$ cat config.mk
export PLATFORM = sky130hd
export DESIGN_NAME = univ_shift_reg
export DESIGN_NICKNAME = d
export VERILOG_FILES = /design/src/rtl/univ_shift_reg_pkg.sv /design/src/rtl/univ_shift_reg_sat_counter.sv /design/src/rtl/univ_shift_reg.sv
export SDC_FILE = /design/constraint.sdc
export NUM_CORES = 1
export LEC_CHECK = 0
export CORE_MARGIN = 3
export CORE_UTILIZATION = 40
export CTS_CLUSTER_DIAMETER = 50
export CTS_CLUSTER_SIZE = 10
export DETAILED_ROUTE_END_ITERATION = 12
export GPL_TIMING_DRIVEN = 0
export PLACE_DENSITY_LB_ADDON = 0.3
export SLEW_MARGIN = 20
export SYNTH_ARGS = -nofsm -noshare
export SYNTH_HDL_FRONTEND = slang
export SYNTH_SLANG_ARGS = --single-unit
$ cat constraint.sdc
create_clock -name clk -period 2.6 [get_ports clk]
set_input_delay 0.52 -clock clk [delete_from_list [all_inputs] [get_ports clk]]
set_output_delay 0.52 -clock clk [all_outputs]
set_load 0.05 [all_outputs]
$ cat src/rtl/univ_shift_reg_pkg.sv
// -----------------------------------------------------------------------------
// univ_shift_reg_pkg
//   Shared definitions for the universal shift register: the 2-bit operation
//   code type, its encodings, and a small decode helper.
//
//   Contents
//     mode_t      : 2-bit operation code carried on the `mode` port
//     MODE_HOLD   : 2'b00  keep contents
//     MODE_SHR    : 2'b01  shift towards bit 0, serial data enters the MSB
//     MODE_SHL    : 2'b10  shift towards the MSB, serial data enters bit 0
//     MODE_LOAD   : 2'b11  parallel load
//     is_shift()  : true for SHR and SHL (the operations that advance cnt)
// -----------------------------------------------------------------------------
package univ_shift_reg_pkg;

    typedef logic [1:0] mode_t;

    localparam mode_t MODE_HOLD = 2'b00;
    localparam mode_t MODE_SHR  = 2'b01;
    localparam mode_t MODE_SHL  = 2'b10;
    localparam mode_t MODE_LOAD = 2'b11;

    // Both shift directions count as one shift each; the counter tracks how
    // many shifts happened, not where the word currently sits.
    function automatic logic is_shift(input mode_t m);
        return (m == MODE_SHR) || (m == MODE_SHL);
    endfunction

endpackage : univ_shift_reg_pkg

$ cat src/rtl/univ_shift_reg_sat_counter.sv
// -----------------------------------------------------------------------------
// sat_counter
//   Saturating up-counter with synchronous clear. Counts from 0 up to MAX and
//   then sticks at MAX until cleared or reset; it never wraps.
//
//   Parameters
//     MAX      : saturation value (must fit in CW bits)
//     CW       : counter width
//
//   Ports
//     clk      in   1   rising-edge clock
//     reset_n  in   1   synchronous active-low reset, forces cnt to 0
//     en       in   1   clock enable; 0 = counter holds (clr and inc ignored)
//     clr      in   1   synchronous clear to 0 (wins over inc)
//     inc      in   1   advance by one unless already at MAX
//     cnt      out  CW  current count
//     at_max   out  1   cnt == MAX (combinational from the register)
// -----------------------------------------------------------------------------
module sat_counter #(
    parameter int MAX = 8,
    parameter int CW  = 4
) (
    input  logic          clk,
    input  logic          reset_n,
    input  logic          en,
    input  logic          clr,
    input  logic          inc,
    output logic [CW-1:0] cnt,
    output logic          at_max
);

    if (CW < 1) begin : g_bad_cw
        $error("sat_counter: CW must be at least 1");
    end
    if (MAX < 1 || MAX >= (2 ** CW)) begin : g_bad_max
        $error("sat_counter: MAX must be in 1 .. 2**CW-1");
    end

    localparam logic [CW-1:0] MAX_C = CW'(MAX);
    localparam logic [CW-1:0] ONE_C = CW'(1);

    logic [CW-1:0] cnt_q;
    logic [CW-1:0] cnt_d;

    always_comb begin
        cnt_d = cnt_q;
        if (clr) begin
            cnt_d = '0;
        end else if (inc && (cnt_q != MAX_C)) begin
            cnt_d = cnt_q + ONE_C;
        end
    end

    always_ff @(posedge clk) begin
        if (!reset_n) begin
            cnt_q <= '0;
        end else if (en) begin
            cnt_q <= cnt_d;
        end
    end

    assign cnt    = cnt_q;
    assign at_max = (cnt_q == MAX_C);

endmodule : sat_counter

$ cat src/rtl/univ_shift_reg.sv
// -----------------------------------------------------------------------------
// univ_shift_reg
//   Parametrised N-bit universal shift register: hold, shift right, shift left
//   and parallel load, with complemented outputs and both serial outputs.
//   A saturating shift counter reports how many shifts have happened since the
//   last load or reset, and full_shift flags that a whole word has moved.
//   Intended as the SERDES primitive for serial links and LED/display chains.
//
//   Optional feature (macro USR_ROTATE_EN):
//     defined   -> extra input `rot`; with rot=1 a shift recirculates the bit
//                  leaving the register instead of taking sin_msb/sin_lsb.
//     undefined -> no `rot` port; shifts always take the serial inputs.
//
//   Parameters
//     WIDTH      : storage bits, >= 2
//     RESET_VAL  : contents of q after reset
//
//   Ports
//     clk        in   1      rising-edge clock
//     reset_n    in   1      synchronous active-low reset (beats en and mode)
//     en         in   1      clock enable; 0 = q and cnt hold
//     mode       in   2      00 HOLD, 01 SHR, 10 SHL, 11 LOAD
//     d          in   WIDTH  parallel load data
//     sin_msb    in   1      serial bit entering bit WIDTH-1 on SHR
//     sin_lsb    in   1      serial bit entering bit 0 on SHL
//     rot        in   1      rotate select (only with USR_ROTATE_EN)
//     q          out  WIDTH  register contents
//     qb         out  WIDTH  ~q
//     sout_lsb   out  1      q[0], the bit leaving on SHR
//     sout_msb   out  1      q[WIDTH-1], the bit leaving on SHL
//     cnt        out  CW     shifts since last load/reset, CW = $clog2(WIDTH+1)
//     full_shift out  1      cnt == WIDTH
// -----------------------------------------------------------------------------
module univ_shift_reg
    import univ_shift_reg_pkg::*;
#(
    parameter int               WIDTH     = 8,
    parameter logic [WIDTH-1:0] RESET_VAL = '0
) (
    input  logic                         clk,
    input  logic                         reset_n,
    input  logic                         en,
    input  logic [1:0]                   mode,
    input  logic [WIDTH-1:0]             d,
    input  logic                         sin_msb,
    input  logic                         sin_lsb,
`ifdef USR_ROTATE_EN
    input  logic                         rot,
`endif
    output logic [WIDTH-1:0]             q,
    output logic [WIDTH-1:0]             qb,
    output logic                         sout_lsb,
    output logic                         sout_msb,
    output logic [$clog2(WIDTH+1)-1:0]   cnt,
    output logic                         full_shift
);

    localparam int CW = $clog2(WIDTH + 1);

    if (WIDTH < 2) begin : g_bad_width
        $error("univ_shift_reg: WIDTH must be at least 2");
    end

    mode_t            mode_w;
    logic             rot_w;
    logic             fill_msb;
    logic             fill_lsb;
    logic [WIDTH-1:0] q_q;
    logic [WIDTH-1:0] q_d;
    logic             cnt_clr;
    logic             cnt_inc;

    assign mode_w = mode_t'(mode);

`ifdef USR_ROTATE_EN
    assign rot_w = rot;
`else
    assign rot_w = 1'b0;
`endif

    // In rotate mode the bit falling off one end re-enters at the other, so
    // a WIDTH-long run of rotates returns the word to its starting position.
    assign fill_msb = rot_w ? q_q[0]       : sin_msb;
    assign fill_lsb = rot_w ? q_q[WIDTH-1] : sin_lsb;

    always_comb begin
        q_d = q_q;
        unique case (mode_w)
            MODE_HOLD: q_d = q_q;
            MODE_SHR:  q_d = {fill_msb, q_q[WIDTH-1:1]};
            MODE_SHL:  q_d = {q_q[WIDTH-2:0], fill_lsb};
            MODE_LOAD: q_d = d;
            default:   q_d = q_q;
        endcase
    end

    always_ff @(posedge clk) begin
        if (!reset_n) begin
            q_q <= RESET_VAL;
        end else if (en) begin
            q_q <= q_d;
        end
    end

    // A load starts a fresh word, so it clears the count; shifts advance it.
    assign cnt_clr = (mode_w == MODE_LOAD);
    assign cnt_inc = is_shift(mode_w);

    sat_counter #(
        .MAX (WIDTH),
        .CW  (CW)
    ) u_cnt (
        .clk     (clk),
        .reset_n (reset_n),
        .en      (en),
        .clr     (cnt_clr),
        .inc     (cnt_inc),
        .cnt     (cnt),
        .at_max  (full_shift)
    );

    assign q        = q_q;
    assign qb       = ~q_q;
    assign sout_lsb = q_q[0];
    assign sout_msb = q_q[WIDTH-1];

endmodule : univ_shift_reg

* After elaboration in Yosys (flattened, before gate mapping)
Cells that the tools add are included.
Word-level totals: output and inout bits 23, logic and storage cells 19, bits of input ports 15, bits in registers 12
Cells by class: bitwise operators 2, add/subtract/negate cells 1, equality and inequality tests 5, mux-type cells 3, reduce and logical (&&, ||, !) cells 6
Operators by type and width (number):
- one-hot mux 8 bit (3 select lines) | 1
- two-way mux 4 bit | 2
- NOT 8 bit | 1
- adder 4 x 1 -> 4 bit (second input constant) | 1
- equality test 2 bit (second input constant) | 2
- equality test 4 bit (second input constant) | 1
- inequality test 4 bit (second input constant) | 1
- AND reduction 2 bit | 2
- equality test 2 x 1 -> 1 bit (second input constant) | 1
- logical NOT 2 bit | 1
- nonzero test 2 bit | 1
- logical AND 1 bit | 1
- logical OR 1 bit | 1
- NOT 1 bit | 1

* Longest topological paths before layout
Gate-level depths: netlist of run 1.
word-level depth 5, mapped depth 6, gate-level depth less buffers 5

* Modules after synthesis
A second synthesis of run 1 with hierarchy kept.
Unflattened totals: cell total of the unflattened synthesis 90, area total of the unflattened synthesis 768.2 um2
Modules (own cells, without submodules):
- univ_shift_reg | seq. area each 160.2 um2, area an instance 505.5 um2, times used 1, cells an instance 61
- sat_counter | seq. area each 80.1 um2, area an instance 262.8 um2, times used 1, cells an instance 29

* Least setup slack after synthesis of run 1
OpenSTA, ideal clock, no wires.
path type register to output, from register u_cnt.cnt_q[0], in the netlist u_cnt.cnt[0], to output full_shift, data required time 2.080 ns, slack 0.675 ns, data arrival time 1.405 ns, path buffers 0, cell stages (with the launch flop) 5, cell sequence dfxtp_1 > inv_1 > ha_1 > nand3b_1 > inv_1
On the way: cells in the longest elaborated chain, start to end 1
RTL lines:
- start: declaration | line univ_shift_reg_sat_counter.sv:42 | logic [CW-1:0] cnt_q;
- start signal: assignment | line univ_shift_reg_sat_counter.sv:58 | cnt_q <= cnt_d;
- equality test 4 bit | line univ_shift_reg_sat_counter.sv:63 | assign at_max = (cnt_q == MAX_C);
- end: declaration | line univ_shift_reg.sv:55 | output logic full_shift
Every way passes these cells.

* Final worst setup path of run 1
Same ends and word-level chain as after synthesis.

==> summary.txt, run 1 <==
Cells and area
  • ANT cells: 0
  • Register area: 240.2 µm²
  • Proportion of layout cells with a drive suffix above 1: 0.1000
  • Synth-to-Final Area Change: 55.94%
  • Multi-input gate area: 411.6 µm²
  • Fin area: 1182 µm²
  • Layout fillers: ~160
  • Post-Route Utilization: 0.6702
  • Final #Nets: 152

Flow run
  • Max cap viols: 0

Die
  • CORE AREA: 1764 µm²
  • DIE AREA: 2454 µm²
  • Die width: 49.54 µm
  • Initial core utilization: 0.4298
  • Core Rows: 15
  • Die height: 49.54 µm
  • Ports: 38

Clock network
  • Post-CTS setup buffer count: 0
  • Max Buffers Root-to-Sink: 2
  • H-tree Lvls: 1
  • Clk Latency, worst-skew pair: between 0.2 and 0.3 ns
  • Root Driver: clkbuf_4
  • Sink Count: 12
  • TritonCTS Buffers: 3
  • Clock Pin Slew Worst Setup and Hold Paths: around 0.080 ns
  • Resize count post-CTS: 0
  • CTS tree: yes
  • Cts hold-fix bufs: 0

Worst setup path
  • CP endpoint kind: output port
  • Startpoint class of the critical path: flip-flop
  • Worst Setup SP: u_cnt.cnt[0]$_SDFFE_PN0P_
  • Worst r2r dst: u_cnt.cnt[0]$_SDFFE_PN0P_
  • Req. time, crit path: 2.08 ns
  • Worst Setup Path Type: reg2out
  • Max FO, Critical Path: 5
  • Worst path arrival time: 1.93 ns
  • Flop2flop setup slack: 1.23 ns
  • Reg2reg start: u_cnt.cnt[0]$_SDFFE_PN0P_
  • R2R cell count: 5

GRT
  • Largest net degree at the start of global routing: 11
  • Initial antenna violation count: 0
  • First-pass GRT wire length: 3270 µm
  • Vias in the first global route: between 700 and 800
  • GRT Overall Usage: 0.1717
  • GRT overflow: 0

STA
  • Clock skew: roughly 0.0013 ns
  • Final worst-path cycle share: 0.9421
  • Setup TNS: 0 ns
  • Worst Slack Setup Final: 0.1506 ns
  • Max-slew violations: 0
  • Max Clock Freq: just over 0.4 GHz
  • RSZ-0062 raised after global routing: no
  • Final Hold Viols: 0
  • Slew margin rel.: 0.6642
  • Worst-Margin Slew: 0.5021 ns
  • Post-layout min period: 2.449 ns
  • Final setup viols: 0

Placed design
  • I/O Buffers: 37
  • Gpl congestion: 0.8087
  • Placed cell area: 1160 µm²
  • DPL Wire Length: 1507 µm
  • Pre-CTS setup slack: 0.4331 ns

Synth
  • Unique cell type count in the Yosys netlist: 30
  • Yosys warnings: 0
  • Syn Inst Count: 90
  • Synthesized area per cell: about 8.4 µm²
  • Cell area after synthesis: 758.2 µm²
  • Net Count, Synth: 110
  • Sequential area share after synthesis: 0.3168
  • Yosys reg bits: 12

Detailed routing
  • DRC: 0
  • Drt via density: between 5 and 6
  • Vias: 802
  • Pre-Repair DR Iteration Count: 4
  • Final wirelength: 1975 µm
  • Final ANT Viol Nets: 0
  • Iter 0 DRT Violations: 11
  • WL/cell: 12.74 µm

Power
  • Pwr/cell area: 458.5 nW/µm²
  • Tot Pwr: 0.5421 mW
  • Peak VDD IR: 356.7 µV
  • LEAKAGE: 0.4616 nW

Min path
  • HP Start: q[7]$_SDFFE_PN0P_
  • Hold Crit Class: reg2reg
  • Worst hold endpoint: q[6]$_SDFFE_PN0P_
  • Hold depth: 2

Status
  • Status: complete, no violations
placed cells by master (no fill, tap or decap), drive strengths merged, types with 2 or more instances in the layout:
master	count
nor2	2
dfxtp	12
clkdlybuf4s50	37
inv	14
ha	5
clkbuf	4
a22oi	8
nand3b	2
o21ai	9
nand2	10
a31oi	8
buf	5
registers in the layout (all words and copies together), names as in the netlist:
name and flops:
q 8, u_cnt.cnt 4
stage by stage:
step,std cells,hold WS [ns]
after floorplan,90,0.6568
after global placement,152,0.4999
after detailed placement,152,0.5089
after CTS,155,0.5189
after global routing,155,0.5507
final,155,0.5168
metal layers:
metal	global-route usage	part of all wire	wire, µm
met1	0.1907	0.44	860
met2	0.3172	0.51	1003
met3	0.03625	0.056	111
met4	0.05991	0	0
met5	0	0	0
power by group:
group	switching, mW	internal [mW]	total (mW)	leakage (nW)
Combinational	0.133	0.0860	0.219	0.349
Clock	0.0605	0.0535	0.114	0.0138
Sequential	0.0142	0.195	0.209	0.0986
Total	0.207	0.335	0.542	0.462
synthesized netlist by cell type:
cell type	instances	area [µm²]
inv_1	14	52.55
dfxtp_1	12	240.2
nand2_1	10	37.54
a22oi_1	8	60.06
a31oi_1	8	50.05
o21ai_0	7	35.03
ha_1	5	62.56
buf_4	2	15.01
nand3b_1	2	15.01
o21ai_1	2	10.01
a211oi_1	1	7.510
a21boi_0	1	7.510
a21oi_1	1	5.000
a41o_1	1	10.01
and2b_4	1	10.01
and4bb_1	1	12.51
buf_2	1	5.000
buf_6	1	11.26
buf_8	1	15.01
clkbuf_4	1	7.510
nand4_1	1	6.260
nand4b_4	1	23.77
nor2_1	1	3.750
nor2_2	1	6.260
nor2b_1	1	6.260
nor3_1	1	5.000
nor4b_2	1	15.01
o21a_1	1	7.510
o22ai_1	1	6.260
o32ai_1	1	8.760
layout make-up:
| type | count | share of cell area |
|---|---|---|
| inverters | 14 | 0.04444 |
| multi-input cells | 58 | 0.3481 |
| plain buffers | 6 | 0.04550 |
| well taps | 25 | 0.02646 |
| repair buffers | 37 | 0.3132 |
| clock buffers | 3 | 0.01905 |
| flip-flops and latches | 12 | 0.2032 |
critical path, cell delays in order (launching register included):
cell and delay, ns:
dfxtp_1 0.36, inv_1 0.12, ha_1 0.18, nand3b_1 0.14, inv_1 0.08, clkdlybuf4s50_1 0.79
worst max-delay path by stage:
stage	endpoint	slack, ns
floorplan	full_shift	0.68
global placement	full_shift	0.48
detailed placement	full_shift	0.43
CTS	full_shift	0.13
global route	full_shift	0.06
finish	full_shift	0.15
logic make-up (layout without fill, tap and decap cells):
family | after synthesis | after routing | synth area share
buffers and inverters | 20 | 60 | 0.1402
adder cells (fa/ha/maj) | 5 | 5 | 0.08251
AO/OA/AOI/OAI | 32 | 32 | 0.2739
flip-flops | 12 | 12 | 0.3168
AND/OR/NAND/NOR | 21 | 21 | 0.1865
Power figures use the tool's default switching activity.
==> inputs of run 2 (changes only) <==
--- a/config.mk
+++ b/config.mk
@@ -7,7 +7,7 @@
 export LEC_CHECK = 0
 export CORE_MARGIN = 3
 export CORE_UTILIZATION = 40
-export CTS_CLUSTER_DIAMETER = 50
+export CTS_CLUSTER_DIAMETER = 30
 export CTS_CLUSTER_SIZE = 10
 export DETAILED_ROUTE_END_ITERATION = 12
 export GPL_TIMING_DRIVEN = 0
==> results of run 2 <==
Same layout as run 1: the final DEF is identical, and so are final timing and power.
==> inputs of run 3 (changes only) <==
--- a/config.mk
+++ b/config.mk
@@ -10,6 +10,7 @@
 export CTS_CLUSTER_DIAMETER = 30
 export CTS_CLUSTER_SIZE = 10
 export DETAILED_ROUTE_END_ITERATION = 12
+export GPL_ROUTABILITY_DRIVEN = 0
 export GPL_TIMING_DRIVEN = 0
 export PLACE_DENSITY_LB_ADDON = 0.3
 export SLEW_MARGIN = 20
==> results of run 3 <==
Same layout as run 1: the final DEF is identical, and so are final timing and power.
==> variant 1, RTL diff (settings of run 1) <==
`WIDTH`: 8 -> 32.
--- a/src/rtl/univ_shift_reg.sv
+++ b/src/rtl/univ_shift_reg.sv
@@ -36,3 +36,3 @@
 #(
-    parameter int               WIDTH     = 8,
+    parameter int               WIDTH     = 32,
     parameter logic [WIDTH-1:0] RESET_VAL = '0
Interface: changed (resized cnt, d, q and qb); port bits go from 38 to 112. No check against the original RTL was run, so the function may have changed too.
==> variant 1 against run 1 <==
Hold slack better by 0.012 ns; synthesized cell count grew to 3.0 times the old value; sequential cell count up 26; design area rose to 2.9 times the old value; synthesized area increased to 2.8 times the old value; wire length grew to 3.5 times the old value; worst setup slack better by 0.27 ns; power grew to 3.4 times the old value.
==> variant 1: results (changes against run 1) <==
RePlAce Congestion 0.851 (+5.2%); initial DRC count 168 (+157); DP Worst Slack 0.333 ns (-0.0996 ns); Peak VDD IR 0.331 mV (-7.3%); IO buf count 111 (+200%); Seq/Total Area, Yosys 36.3% (+4.7 points); HPWL after DPL 5100 um (+240%); Hold Crit Endpoint q[12]$_SDFFE_PN0P_; 1st-pass router iterations 5 (+1); min-delay src q[13]$_SDFFE_PN0P_; top cells by count, synth 38 x dfxtp_1, 38 x inv_1, 37 x nand2_1; met1 usage 29.0% (+9.9 points); FF-to-FF Start u_cnt.cnt[1]$_SDFFE_PN0P_; top cells by area, synth dfxtp_1 36%, a22oi_1 11%, a31oi_1 9.6%; Mean Syn Cell Area 7.70 sq um (-8.7%); peak fanout along the critical path 9 (+4); Final Skew 0.00632 ns (+0.00502 ns); Post-DP Area 0.00329 sq mm (+180%); reg2reg end u_cnt.cnt[2]$_SDFFE_PN0P_; mux cell area share after synthesis 0% (unchanged); syn_nets 316 (+190%); nets 434 (+190%); setup TNS 0 ns (unchanged); max reg flops 32 (+24); worst r2r path cells 4 (-1); Layout Utilization 69.7% (+2.7 points); Total GRT Usage 22.4% (+5.2 points); Synth Area in Compound Gates 34.7% (+7.3 points); CTS H-tree lvls 2 (+1); Worst path max stage delay 0.43 ns (-0.36 ns); Sink Count 38 (+26); Filler cells 427 (+180%); CP top delay family buffers and inverters; R2R setup slack 1.27 ns (+0.04 ns); final critical-path required period 2.18 ns (-0.266 ns); crit path launch u_cnt.cnt[2]$_SDFFE_PN0P_; status completed; via count of the first global-routing pass 2356 (+210%); Yosys Warn Count 0 (unchanged); Yosys cell types 35 (+17%); share of cells above drive strength 1 8.18% (-1.8 points); Worst-Margin Slew 0.532 ns (+0.0303 ns); Vias 2508 (+210%); M2 GR Usage 37.1% (+5.4 points); global-route wire length before repair 11200 um (+240%); Fin Hold WS 0.529 ns (+0.0125 ns); final wirelength 6870 um (+250%); Num CTS Buffers 5 (+2); P_leak 1.26 nW (+170%); Adder-Cell Fraction of Synth Area 2.99% (-5.3 points); clock root cell clkbuf_8; critical path arrival 1.66 ns (-0.27 ns); dpl cells 450 (+200%); Vias/cell 5.48 (+5.8%); clock latency on the worst-skew pair 0.29 ns (+0.02 ns); met3 global-route usage 6.31% (+2.7 points); Critical-path top delay cell dlymetal6s2s_1
-- variant 1: changes by cell type after synthesis, moves of 2 or more --
cell,before,now
clkbuf_1,0,6
dfxtp_1,12,38
buf_4,2,4
nand2_1,10,37
buf_6,1,4
inv_1,14,38
o21ai_0,7,1
a41oi_1,0,3
o21ai_1,2,34
a31oi_1,8,32
buf_2,1,12
nand3_1,0,3
a22oi_1,8,32
-- variant 1: layout make-up --
class,count,area share (%)
plain buffers,26,4.64
clock buffers,8,3.24
inverters,39,4.30
multi-input cells,169,30.2
flip-flops and latches,38,22.4
well taps,67,2.47
repair buffers,111,32.7
-- variant 1: report_power, final --
group / switching, mW / internal [mW]
combinational: 0.442 / 0.253
clock: 0.212 / 0.268
sequential: 0.0544 / 0.622
total: 0.708 / 1.14
-- variant 1: layer usage --
metal | share of wire (%) | vias to the layer above | wire length, um
li1 | - | 1207 | -
met1 | 43 | 1175 | 2950
met2 | 48 | 121 | 3320
met3 | 8.1 | 5 | 555
met4 | 0.55 | 0 | 38
met5 | 0 | - | 0
==> variant 2, RTL diff (settings of run 1) <==
Without the edit above. Register the input `mode` before use, cleared by the reset. The logic sees it one clock later. The other inputs are not delayed to match.
--- a/src/rtl/univ_shift_reg.sv
+++ b/src/rtl/univ_shift_reg.sv
@@ -59,2 +59,12 @@
 
+    logic [1:0] mode_q;
+
+    always_ff @(posedge clk) begin
+        if (!reset_n) begin
+            mode_q <= '0;
+        end else begin
+            mode_q <= mode;
+        end
+    end
+
     if (WIDTH < 2) begin : g_bad_width
@@ -72,3 +82,3 @@
 
-    assign mode_w = mode_t'(mode);
+    assign mode_w = mode_t'(mode_q);
 
Check against the original RTL: not equivalent (Yosys sat finds a counterexample within 4 cycles, from zero or initial values and one cycle with reset_n low).
==> variant 2 against run 1 <==
Core utilization is 0.14 points higher; die area increased by 2.9%; worst setup slack better by 0.076 ns; synthesized area is 3.3% higher; synthesized cell count grew 4.4%; wire length decreased by 3.5%; fmax rose by 3.2%; sequential cell count increased by 2; via count increased by 2.5%; power increased by 2.5%; design area is 1.3% higher; combinational power decreased by 11%; largest cell class is now multi-input gates.
==> variant 2: results (changes against run 1) <==
Seq/Total Area, Yosys 35.8% (+4.1 points); Power Density 464 mW/mm^2 (+1.2%); global-route wire length before repair 3130 um (-4.2%); Clk pwr share 21.3% (+0.3 points); M2 GR Usage 25.2% (-6.5 points); FF-to-FF Start mode_q[1]$_SDFF_PN0_; status completed; IO buf count 36 (-2.7%); Total GRT Usage 16.0% (-1.2 points); drt wl/cell 12.1 um (-5.3%); met3 global-route usage 6.23% (+2.6 points); P_leak 0.479 nW (+3.7%); R2R setup slack 1.12 ns (-0.11 ns); via count of the first global-routing pass 710 (-7.4%); Yosys cell types 26 (-13%); Final Skew 0.00363 ns (+0.00233 ns); initial DRC count 29 (+18); HPWL after DPL 1470 um (-2.7%); Peak VDD IR 0.361 mV (+1.3%); top cells by area, synth dfxtp_1 36%, ha_1 8.0%, a22oi_1 7.7%; Setup crit end full_shift; reg2reg end u_cnt.cnt[3]$_SDFFE_PN0P_; top cells by count, synth 14 x dfxtp_1, 14 x inv_1, 8 x a22oi_1, 8 x a31oi_1, 8 x nand2_1; nets 155 (+2.0%); Worst-Margin Slew 0.507 ns (+0.00532 ns); met1 usage 19.3% (+0.20 points)
[variant 2: kinds of logic after synthesis]
group                    share of synthesized area, %
adder cells (fa/ha/maj)                          7.99
buffers and inverters                            11.8
flip-flops                                       35.8
AO/OA/AOI/OAI                                    26.5
AND/OR/NAND/NOR                                  17.9
[variant 2: per-stage QoR]
stage               setup WS, ns  cell area, sq um  cells  hold WS [ns]
floorplan                  0.768               783     94         0.647
global placement           0.546              1170    155         0.509
detailed placement         0.513              1170    155         0.511
CTS                        0.211              1200    158         0.523
global route               0.113              1200    158         0.551
finish                     0.227              1200    158         0.521
[variant 2: final cells by class]
class	count	area, sq um
Buffer	7	40.0
Tap cell	25	31.3
Inverter	14	52.6
Sequential cell	14	280
Multi-Input combinational cell	59	410
Fill cell	153	586
Timing Repair Buffer	36	360
Clock buffer	3	22.5
[variant 2: layer usage]
metal  wire length (um)  vias to the layer above
met5                  0                        -
met1                868                      381
li1                   -                      412
met2                891                       25
met4                 31                        0
met3                114                        4
